==> src/rtl/compare_qualifier_if.sv <==
// Bus between a comparator front end and the compare_qualifier stage:
// raw relation flags in, debounced state, pulses and entry counters out.
interface compare_qualifier_if #(
    parameter int unsigned CNT_W = 16
);
    logic             in_valid;
    logic             lesser;
    logic             equal;
    logic             greater;
    logic             clear;
    logic [1:0]       state;
    logic             state_valid;
    logic             change_pulse;
    logic [CNT_W-1:0] cnt_lt;
    logic [CNT_W-1:0] cnt_eq;
    logic [CNT_W-1:0] cnt_gt;
    logic             err_pulse;
    logic             err_sticky;

    modport master (
        output in_valid, lesser, equal, greater, clear,
        input  state, state_valid, change_pulse, cnt_lt, cnt_eq, cnt_gt,
               err_pulse, err_sticky
    );

    modport slave (
        input  in_valid, lesser, equal, greater, clear,
        output state, state_valid, change_pulse, cnt_lt, cnt_eq, cnt_gt,
               err_pulse, err_sticky
    );
endinterface

==> src/rtl/compare_qualifier.sv <==
// Debounces comparator lesser/equal/greater flags into a LOW/MATCH/HIGH state
// after HOLD identical valid samples; counts entries and flags illegal samples.
module compare_qualifier #(
    parameter int unsigned HOLD  = 4,
    parameter int unsigned CNT_W = 16
) (
    input logic               clk,
    input logic               rst_n,
    compare_qualifier_if.slave bus
);
    localparam int unsigned RUN_W = $clog2(HOLD + 1);

    typedef enum logic [1:0] {
        ST_UNKNOWN = 2'b00,
        ST_LOW     = 2'b01,
        ST_MATCH   = 2'b10,
        ST_HIGH    = 2'b11
    } rel_e;

    rel_e             state_q, state_d;
    rel_e             cand_q, cand_d;
    rel_e             cls;
    logic [RUN_W-1:0] run_q, run_d;
    logic             state_valid_q, state_valid_d;
    logic             change_q, change_d;
    logic             err_pulse_q, err_pulse_d;
    logic             err_sticky_q, err_sticky_d;
    logic [CNT_W-1:0] cnt_lt_q, cnt_lt_d;
    logic [CNT_W-1:0] cnt_eq_q, cnt_eq_d;
    logic [CNT_W-1:0] cnt_gt_q, cnt_gt_d;
    logic             legal;

    // Sample classification: legal only when exactly one flag is set
    always_comb begin
        cls   = ST_UNKNOWN;
        legal = (2'(bus.lesser) + 2'(bus.equal) + 2'(bus.greater)) == 2'd1;
        if (bus.lesser)       cls = ST_LOW;
        else if (bus.equal)   cls = ST_MATCH;
        else if (bus.greater) cls = ST_HIGH;
    end

    always_ff @(posedge clk) begin
        if (!rst_n) begin
            state_q       <= ST_UNKNOWN;
            cand_q        <= ST_UNKNOWN;
            run_q         <= '0;
            state_valid_q <= 1'b0;
            change_q      <= 1'b0;
            err_pulse_q   <= 1'b0;
            err_sticky_q  <= 1'b0;
            cnt_lt_q      <= '0;
            cnt_eq_q      <= '0;
            cnt_gt_q      <= '0;
        end else begin
            state_q       <= state_d;
            cand_q        <= cand_d;
            run_q         <= run_d;
            state_valid_q <= state_valid_d;
            change_q      <= change_d;
            err_pulse_q   <= err_pulse_d;
            err_sticky_q  <= err_sticky_d;
            cnt_lt_q      <= cnt_lt_d;
            cnt_eq_q      <= cnt_eq_d;
            cnt_gt_q      <= cnt_gt_d;
        end
    end

    always_comb begin
        state_d      = state_q;
        cand_d       = cand_q;
        run_d        = run_q;
        change_d     = 1'b0;
        err_pulse_d  = 1'b0;
        err_sticky_d = err_sticky_q;
        cnt_lt_d     = cnt_lt_q;
        cnt_eq_d     = cnt_eq_q;
        cnt_gt_d     = cnt_gt_q;

        if (bus.in_valid) begin
            if (!legal) begin
                err_pulse_d  = 1'b1;
                err_sticky_d = 1'b1;
                run_d        = '0;
                cand_d       = ST_UNKNOWN;
            end else begin
                if (cls == cand_q) begin
                    if (run_q != RUN_W'(HOLD)) run_d = run_q + RUN_W'(1);
                end else begin
                    cand_d = cls;
                    run_d  = RUN_W'(1);
                end
                // Qualification into a different state; re-qualifying is silent
                if (run_d == RUN_W'(HOLD) && cls != state_q) begin
                    state_d  = cls;
                    change_d = 1'b1;
                    unique case (cls)
                        ST_LOW:   if (cnt_lt_q != '1) cnt_lt_d = cnt_lt_q + CNT_W'(1);
                        ST_MATCH: if (cnt_eq_q != '1) cnt_eq_d = cnt_eq_q + CNT_W'(1);
                        ST_HIGH:  if (cnt_gt_q != '1) cnt_gt_d = cnt_gt_q + CNT_W'(1);
                        default:  ;
                    endcase
                end
            end
        end

        // Clear wins over any same-cycle increment or error set
        if (bus.clear) begin
            cnt_lt_d     = '0;
            cnt_eq_d     = '0;
            cnt_gt_d     = '0;
            err_sticky_d = 1'b0;
        end

        state_valid_d = (state_d != ST_UNKNOWN);
    end

    assign bus.state        = state_q;
    assign bus.state_valid  = state_valid_q;
    assign bus.change_pulse = change_q;
    assign bus.cnt_lt       = cnt_lt_q;
    assign bus.cnt_eq       = cnt_eq_q;
    assign bus.cnt_gt       = cnt_gt_q;
    assign bus.err_pulse    = err_pulse_q;
    assign bus.err_sticky   = err_sticky_q;
endmodule

==> src/flat_wrapper.sv <==
// flat-port wrapper written by rule: the top's interface ports become plain ports
module compare_qualifier_flat 
#(
    parameter int unsigned HOLD  = 4,
    parameter int unsigned CNT_W = 16
)
  (clk, rst_n, bus_in_valid, bus_lesser, bus_equal, bus_greater, bus_clear, bus_state, bus_state_valid, bus_change_pulse, bus_cnt_lt, bus_cnt_eq, bus_cnt_gt, bus_err_pulse, bus_err_sticky);
  compare_qualifier_if #(.CNT_W(CNT_W)) bus_i ();
  input logic clk;
  input logic rst_n;
  input wire logic [$bits(bus_i.in_valid)-1:0] bus_in_valid;
  input wire logic [$bits(bus_i.lesser)-1:0] bus_lesser;
  input wire logic [$bits(bus_i.equal)-1:0] bus_equal;
  input wire logic [$bits(bus_i.greater)-1:0] bus_greater;
  input wire logic [$bits(bus_i.clear)-1:0] bus_clear;
  output wire logic [$bits(bus_i.state)-1:0] bus_state;
  output wire logic [$bits(bus_i.state_valid)-1:0] bus_state_valid;
  output wire logic [$bits(bus_i.change_pulse)-1:0] bus_change_pulse;
  output wire logic [$bits(bus_i.cnt_lt)-1:0] bus_cnt_lt;
  output wire logic [$bits(bus_i.cnt_eq)-1:0] bus_cnt_eq;
  output wire logic [$bits(bus_i.cnt_gt)-1:0] bus_cnt_gt;
  output wire logic [$bits(bus_i.err_pulse)-1:0] bus_err_pulse;
  output wire logic [$bits(bus_i.err_sticky)-1:0] bus_err_sticky;
  assign bus_i.in_valid = bus_in_valid;
  assign bus_i.lesser = bus_lesser;
  assign bus_i.equal = bus_equal;
  assign bus_i.greater = bus_greater;
  assign bus_i.clear = bus_clear;
  assign bus_state = bus_i.state;
  assign bus_state_valid = bus_i.state_valid;
  assign bus_change_pulse = bus_i.change_pulse;
  assign bus_cnt_lt = bus_i.cnt_lt;
  assign bus_cnt_eq = bus_i.cnt_eq;
  assign bus_cnt_gt = bus_i.cnt_gt;
  assign bus_err_pulse = bus_i.err_pulse;
  assign bus_err_sticky = bus_i.err_sticky;
  compare_qualifier #(.HOLD(HOLD), .CNT_W(CNT_W)) u_core (.clk(clk), .rst_n(rst_n), .bus(bus_i));
endmodule
==> config.mk <==
export PLATFORM = sky130hd
export DESIGN_NAME = compare_qualifier_flat
export DESIGN_NICKNAME = d
export VERILOG_FILES = /design/src/rtl/compare_qualifier_if.sv /design/src/rtl/compare_qualifier.sv /design/src/flat_wrapper.sv
export SDC_FILE = /design/constraint.sdc
export NUM_CORES = 1
export LEC_CHECK = 0
export ABC_AREA = 1
export CAP_MARGIN = 0
export CORE_MARGIN = 2
export CORE_UTILIZATION = 40
export CTS_CLUSTER_SIZE = 24
export DETAILED_ROUTE_END_ITERATION = 8
export GPL_ROUTABILITY_DRIVEN = 0
export SYNTH_ARGS = -nofsm -noshare
export SYNTH_HDL_FRONTEND = slang
export SYNTH_SLANG_ARGS = --single-unit
==> constraint.sdc <==
create_clock -name clk -period 6.1 [get_ports clk]
set_input_delay 0.915 -clock clk [delete_from_list [all_inputs] [get_ports clk]]
set_output_delay 0.915 -clock clk [all_outputs]
set_load 0.1 [all_outputs]
### Word-level counts from Yosys, hierarchy flattened

Cells that the tools add are included.

* bits in registers: 59
* output and inout port bits: 54
* logic and storage cells: 55

* add/subtract/negate cells: 6
* equality and inequality tests: 12
* multiplexer cells: 15
* bitwise operators: 2
* reductions and logical operators: 10

Operator list (number)
* $add 16x1->16 const B: 3
* $ne 16x16->1 const B: 3
* $mux 2: 8
* $mux 3: 5
* $reduce_and 5->1: 3
* $reduce_and 2->1: 3
* $eq 2x1->1 const B: 2
* $eq 2x2->1 const B: 2
* $add 3x1->3 const B: 1
* $eq 3x3->1 const B: 1
* $ne 3x3->1 const B: 1
* $reduce_and 3->1: 1
* $add 1x1->2: 1
* $add 2x1->2: 1
* $eq 2x2->1: 1
* $mux 1: 2
* $ne 2x2->1: 1
* $ne 2x2->1 const B: 1
* $not 1->1: 2
* $reduce_bool 2->1: 1
* $reduce_or 2->1: 1
* $logic_and 1x1->1: 1

### Depth between registers and ports, before layout

Gate-level depths: netlist (run 1).

* depth in word-level cells: 13
* depth in mapped cells: 14
* mapped depth without buffers: 14

### Least setup slack after synthesis (run 1)

OpenSTA, ideal clock, no wires.

* path kind: in2reg
* start point: input port bus_lesser
* end point: register u_core.cnt_eq_q[9] (netlist: u_core.bus.cnt_eq[9])
* arrival time: 2.588 ns
* slack: 3.384 ns
* stages on the path: 12
* path buffers: 1
* path through: inv_2 fa_1 nor2_1 nand2_1 inv_1 nand3_1 o21bai_1 nor2_4 buf_6 nand4_1 nand2_1 nor2_1

* word-level cells in the longest chain between the ends: 8
* elaborated cells on any way between the ends: 13

Ends and longest elaborated chain
* start: declaration: line flat_wrapper.sv:12 `input wire logic [$bits(bus_i.lesser)-1:0] bus_lesser;`
* $mux 2: line compare_qualifier.sv:37 `if (bus.lesser) cls = ST_LOW;`
* $eq 2x2->1: line compare_qualifier.sv:86 `if (cls == cand_q) begin`
* $mux 3: line compare_qualifier.sv:86
* $mux 3: line compare_qualifier.sv:80 `if (!legal) begin`
* $mux 3: line compare_qualifier.sv:79 `if (bus.in_valid) begin`
* $eq 3x3->1: line compare_qualifier.sv:93 `if (run_d == RUN_W'(HOLD) && cls != state_q) begin`
* $logic_and 1x1->1: line compare_qualifier.sv:93
* $reduce_and 5->1 (no line) (*)
* end signal: assignment: line compare_qualifier.sv:63 `cnt_eq_q <= cnt_eq_d;`
* end: declaration: line compare_qualifier.sv:29 `logic [CNT_W-1:0] cnt_eq_q, cnt_eq_d;`

Every way passes the cells marked *; elsewhere a longest branch is shown, timed or not. The select of a mux whose other input is x is not followed.
A chain may end at the register's enable or synchronous reset.

### Final worst setup path (run 1)

* start point: input port bus_greater
* end point: register u_core.cnt_eq_q[13] (netlist: u_core.bus.cnt_eq[13])

* word-level cells in the longest chain between the ends: 10
* elaborated cells on any way between the ends: 14

Ends and longest elaborated chain
* start: declaration: line flat_wrapper.sv:14 `input wire logic [$bits(bus_i.greater)-1:0] bus_greater;`
* $mux 2: line compare_qualifier.sv:39 `else if (bus.greater) cls = ST_HIGH;`
* $mux 2: line compare_qualifier.sv:38 `else if (bus.equal) cls = ST_MATCH;`
* $mux 2: line compare_qualifier.sv:37
* $eq 2x2->1: line compare_qualifier.sv:86
* $mux 3: line compare_qualifier.sv:86
* $mux 3: line compare_qualifier.sv:80
* $mux 3: line compare_qualifier.sv:79
* $eq 3x3->1: line compare_qualifier.sv:93
* $logic_and 1x1->1: line compare_qualifier.sv:93
* $reduce_and 5->1 (no line) (*)

Marked as above.

==> flow_summary.yaml, run 1 <==
drt:
  drt-wirelength-per-cell_um: 11.6
  wl_um: 7990
  drcViolationCount: 0
  dr.pass1.iters: 4
  num_vias: 3329
  ant_nets: 0
  detail_route.vias_per_cell: 4.83
  drtIter0Drc: 141
logic_synthesis:
  synth-async-reset-ratio_pct: 0
  ys_ff_latch: 59
  yosysMostFrequentCell: "nand2_1"
  synth_cell_types: 31
  ys.flop_type: "dfxtp_1"
  synthesis.nets: 529
  synth_common_cells: "nand2_1 (132), inv_1 (89), nor2_1 (65)"
  avgSynthCellArea_um2: 6.45
  synth_area_mm2: 0.00333
  synth-edff-count: 0
  synthCells: 516
  ys_seq_area_share_pct: 35.5
  ys_warn_count: 0
  synth_top_area_share_pct: 35.5
  synthTopCellsByArea: "dfxtp_1 (36%), nand2_1 (15%), inv_1 (10%), nor2_1 (7.3%), nand3_1 (6.2%)"
  synth_area_leader_cell: "dfxtp_1"
power:
  power.density_mw_per_mm2: 200
  ir_drop_mv: 0.0927
  finalPower_w: 0.000847
  cellLeakagePower_nw: 1.62
worst_setup_path:
  crit_type: "in -> reg"
  critical_path.top_delay_family: "simple AND/OR/NAND/NOR gates"
  critPathLaunchType: "input port"
  crit_arrival_ns: 3.51
  crit_required_ns: 6.33
  cp_num_buf_inv: 3
  worst_path_max_delay_cell: "clkdlybuf4s50_1"
  crit_chain: "clkdlybuf4s50_1 -> inv_2 -> fa_1 -> nor2_1 -> nand2_1 -> inv_1 -> nand3_1 -> o21bai_1 -> nor2_4 -> nand2_1 -> o21ai_0 -> nor2_1"
  critPathMaxStageDelay_ns: 0.54
  crit_fanout: 18
  crit_path_end_kind: "flip-flop"
placement:
  place_inst: 673
  hpwlAfterDp_um: 5970
  place.port_buffers: 60
  placed_area_mm2: 0.00401
  pre_cts_ws_ns: 2.49
grt:
  grt_util_met3_pct: 3.32
  grt_usage_pct: 18.6
  gr-max-usage-layer: "met2"
  overflow: 0
  use_met2_pct: 28.8
  use_met1_pct: 25.6
  grt_pass1_wl_um: 13500
  antenna_found_initial: 0
  grt_max_degree: 25
  grt_pass1_vias: 2988
final_layout:
  design_area_mm2: 0.00424
  area_growth_pct: 27.4
  finalNonFillerCells: 689
  final_nets: 592
  drive_above_1_share_pct: 6.34
  diodes: 0
sta:
  finalCritPeriodShare_pct: 53.7
  hold_viol: 0
  setup_violations: 0
  fmax_ghz: 0.305
  finalCriticalPeriod_ns: 3.28
  finalClockSkew_ns: 0.00755
  tightest_slew_ns: 0.983
  maxSlewHeadroom_pct: 34.3
  rsz0062_at_grt: "no"
  slew_viol_final: 0
  setup_slack_ns: 2.82
  setup_tns_ns: 0
run_status:
  status: "completed"
clock_tree:
  postCtsSetupRepairBufs: 0
  cts_buffers: 9
  cts.sink_count: 59
  htree_levels: 3
  clock_path_buffers: 2
  cts.hold.buffers_added: 0
  cts_tree: "built"
  cts_resized: 0
  cts_root_buffer: "clkbuf_8"
  insertion_delay_ns: 0.34
  path_clk_slew_ns: 0.07
floorplanning:
  ios: 61
  initial_core_util_pct: 40.9
  die-width_um: 95.2
  die_h_um: 95.2
  num_rows: 33
  core_mm2: 0.00813
  die_area_mm2: 0.00906
hold_path:
  hp-class: "reg -> reg"
run:
  cap_viol_max_count: 0
-- area by class of cell --
type / instances / area [µm²]
fill: 808 / 3890
multi-input combinational: 354 / 1740
sequential: 59 / 1180
timing repair buffer: 61 / 608
inverter: 94 / 353
clock buffer: 12 / 155
tap: 105 / 131
clock inverter: 4 / 72.6
-- cell usage in the layout (no fill, tap or decap), drive strengths merged, types with 11 or more instances in the layout --
| cell type | n |
|---|---|
| nand3 | 42 |
| a21oi | 26 |
| nor2 | 70 |
| clkdlybuf4s50 | 60 |
| o21ai | 22 |
| nand2 | 141 |
| nor3 | 11 |
| clkbuf | 12 |
| nand4 | 16 |
| inv | 93 |
| dfxtp | 59 |
-- final timing paths --
| kind | cells past startpoint | from | endpoint | slack [ns] |
|---|---|---|---|---|
| worst max-delay path | 12 | bus_greater | u_core.bus.cnt_eq[13] | 2.82 |
| worst min-delay path | 2 | u_core.bus.err_sticky | u_core.bus.err_sticky | 0.48 |
| worst max register to register | 9 | u_core.run_q[0] | u_core.bus.cnt_lt[3] | 3.85 |
| worst min register to register | 2 | u_core.bus.err_sticky | u_core.bus.err_sticky | 0.48 |
-- routing by layer --
| metal | share of wire, % | vias to the layer above | routed length, µm |
|---|---|---|---|
| met5 | 0 | - | 0 |
| met4 | 1.5 | 0 | 123 |
| met3 | 5.1 | 10 | 405 |
| met2 | 44 | 68 | 3540 |
| met1 | 49 | 1517 | 3920 |
| li1 | - | 1734 | - |
-- cells by family after synthesis --
group	synth area share, %
adders and majority gates	2.48
AOI/OAI and AO/OA	8.42
DFF	35.5
xor gates and xnor gates	2.63
buffers and inverters	12.3
and+or+nand+nor	38.6
-- where the power goes --
part           switching, W  total [W]  internal (W)
registers        0.00000110   0.000388      0.000387
clock network      0.000160   0.000412      0.000252
logic             0.0000329  0.0000475     0.0000146
total              0.000194   0.000847      0.000653
-- through the flow --
step / hold slack (ns) / utilization, %
detailed placement: 0.469 / 49.3
finish: 0.476 / 52.1
global placement: 0.469 / 49.3
CTS: 0.480 / 52.1
floorplan: 0.458 / -
global route: 0.507 / 52.1
-- state kept, by name, summed over array words and instances, names as in the netlist --
register and flops:
u_core.cand_q 2, u_core.run_q 3, u_core.bus.change_pulse 1, u_core.bus.cnt_lt 16, u_core.bus.cnt_gt 16, u_core.bus.state_valid 1
u_core.bus.cnt_eq 16, u_core.bus.err_pulse 1, u_core.bus.err_sticky 1, u_core.bus.state 2
-- worst register-to-register path, cell delays in order, from the launching register on --
cell	delay [ns]
dfxtp_1	0.38
inv_1	0.09
ha_1	0.19
nand2_1	0.13
xor2_1	0.36
nand4_4	0.23
nor2_4	0.45
nand2_1	0.15
o21ai_1	0.14
nor2_1	0.05
Power figures use the tool's default switching activity.
==> inputs of run 2 (changes only) <==
--- a/config.mk
+++ b/config.mk
@@ -12,6 +12,7 @@
 export CTS_CLUSTER_SIZE = 24
 export DETAILED_ROUTE_END_ITERATION = 8
 export GPL_ROUTABILITY_DRIVEN = 0
+export PLACE_DENSITY = 0.66
 export SYNTH_ARGS = -nofsm -noshare
 export SYNTH_HDL_FRONTEND = slang
 export SYNTH_SLANG_ARGS = --single-unit
==> constraint.sdc (replaced) <==
create_clock -name clk -period 2.7 [get_ports clk]
set_input_delay 0.405 -clock clk [delete_from_list [all_inputs] [get_ports clk]]
set_output_delay 0.405 -clock clk [all_outputs]
set_load 0.1 [all_outputs]
==> run 2 against run 1 <==
Net effect:
- first-iteration DRC count is 3.5% higher
- clock skew grew 0.0034 ns
- register-to-register slack lost 3.3 ns
- sequential cell count unchanged
- critical path depth is 2 higher
- largest cell class unchanged
- combinational power increased to 2.5 times the previous value
- utilization fell by 0.55 points
- wire length decreased by 0.93%
- power is 100% higher
- cell count up 2.3%
- critical endpoint is now u_core.bus.cnt_eq[6]
==> flow_summary.yaml, run 2 (synthesis results as in run 1) <==
floorplanning:
  ios: 61
  initial_core_util_pct: 40.9
  num_rows: 33
  die_area_mm2: 0.00906
  core_mm2: 0.00813
  die_h_um: 95.2
  die-width_um: 95.2
worst_setup_path:
  worst_path_max_delay_cell: "clkdlybuf4s50_1"
  critical_path_depth: 14
  critPathMaxStageDelay_ns: 0.50
  crit_type: "in -> reg"
  critPathLaunchType: "input port"
  crit_fanout: 9
  crit_path_frequent_cell: "nand2_1"
  critical_path.top_delay_family: "simple AND/OR/NAND/NOR gates"
  crit_chain: "clkdlybuf4s50_1 -> inv_2 -> fa_1 -> nor2_1 -> nand2_1 -> inv_1 -> nand3_1 -> o21bai_1 -> nor2_4 -> buf_12 -> nand2_1 -> nand2_1 -> nand2_1 -> nor2_1"
  crit_arrival_ns: 2.73
  r2r_cells: 10
  crit_path_end_kind: "flip-flop"
  crit_required_ns: 2.97
  cp_num_buf_inv: 4
clock_tree:
  cts.sink_count: 59
  cts_buffers: 9
  insertion_delay_ns: 0.33
  path_clk_slew_ns: 0.07
  htree_levels: 3
  postCtsSetupRepairBufs: 0
  cts.hold.buffers_added: 0
  cts_resized: 0
  cts_tree: "built"
  clock_path_buffers: 2
  cts_root_buffer: "clkbuf_8"
drt:
  ant_nets: 0
  detail_route.vias_per_cell: 4.74
  drtIter0Drc: 146
  drcViolationCount: 0
  num_vias: 3342
  drt-wirelength-per-cell_um: 11.2
  wl_um: 7920
  dr.pass1.iters: 6
power:
  p_sw_share_pct: 24.7
  ir_drop_mv: 0.222
  p_seq_share_pct: 50.9
  cellLeakagePower_nw: 1.80
  clockPowerShare_pct: 42.2
  switchingPower_w: 0.000425
  intPower_w: 0.00130
  power.density_mw_per_mm2: 411
  p_comb_share_pct: 6.9
sta:
  finalClockSkew_ns: 0.0109
  tightest_slew_ns: 0.698
  maxSlewHeadroom_pct: 53.1
  slew_viol_final: 0
  setup_tns_ns: 0
  rsz0062_at_grt: "no"
  finalCritPeriodShare_pct: 91.3
  setup_violations: 0
  finalCriticalPeriod_ns: 2.46
  fmax_ghz: 0.406
  hold_viol: 0
  setup_slack_ns: 0.236
placement:
  pre_cts_ws_ns: -0.104
  hpwlAfterDp_um: 5910
  placed_area_mm2: 0.00402
  place.port_buffers: 60
  place_inst: 689
grt:
  grt_max_degree: 36
  antenna_found_initial: 0
  grt_pass1_vias: 2950
  grt_pass1_wl_um: 13100
  grt_usage_pct: 18.3
  overflow: 0
hold_path:
  holdPathStages: 2
  hp-class: "reg -> reg"
final_layout:
  final_core_utilization_pct: 51.6
  layout_commonest_cell: "nand2_1"
  diodes: 0
  finalNonFillerCells: 705
  layout_common_cells: "nand2_1 (132), inv_1 (89), buf_4 (69)"
  drive_above_1_share_pct: 17.5
  final_nets: 608
  design_area_mm2: 0.00419
  area_growth_pct: 26.1
run:
  cap_viol_max_count: 0
run_status:
  status: "completed"
[run 2: final cells by class]
| cell class | instances | area, µm² |
|---|---|---|
| fill | 800 | 3940 |
| multi-input combinational | 354 | 1740 |
| sequential | 59 | 1180 |
| timing repair buffer | 77 | 618 |
| inverter | 94 | 353 |
| clock buffer | 14 | 163 |
| tap | 105 | 131 |
| clock inverter | 2 | 10.0 |
[run 2: routing by layer]
| metal | track usage (%) | share of wire [%] |
|---|---|---|
| met5 | 0 | 0 |
| met4 | 8.33 | 2.1 |
| met3 | 3.95 | 4.7 |
| met2 | 29.0 | 45 |
| met1 | 23.8 | 48 |
[run 2: metrics by stage]
step	hold WS [ns]	power [W]
final	0.451	0.00172
after global placement	0.440	0.00101
after global routing	0.480	0.00179
after CTS	0.458	0.00174
after floorplan	0.458	0.000972
after detailed placement	0.447	0.00101
[run 2: path summary, 6_finish.rpt]
path | startpoint | endpoint | slack [ns]
hold reg to reg | u_core.bus.err_sticky | u_core.bus.err_sticky | 0.45
setup reg to reg | u_core.run_q[0] | u_core.bus.cnt_gt[7] | 0.51
setup / recovery | bus_greater | u_core.bus.cnt_eq[6] | 0.24
hold / removal | u_core.bus.err_sticky | u_core.bus.err_sticky | 0.45
[run 2: worst reg2reg max path: stages, from the launching register on]
cell,delay [ns]
dfxtp_1,0.36
inv_1,0.08
ha_1,0.19
nand2_1,0.13
xor2_1,0.40
nand3_1,0.20
nor2_4,0.20
nand2_2,0.22
o21ai_1,0.20
nand2_1,0.07
nor2_1,0.08
[run 2: power by group through the flow]
stage           logic, W  registers [W]  clock network [W]
4_1_cts         0.000119       0.000876           0.000744
5_1_grt         0.000131       0.000876           0.000782
6_report        0.000119       0.000876           0.000727
2_1_floorplan  0.0000631       0.000909                  0
3_5_place_dp    0.000119       0.000895                  0
3_3_place_gp    0.000118       0.000895                  0
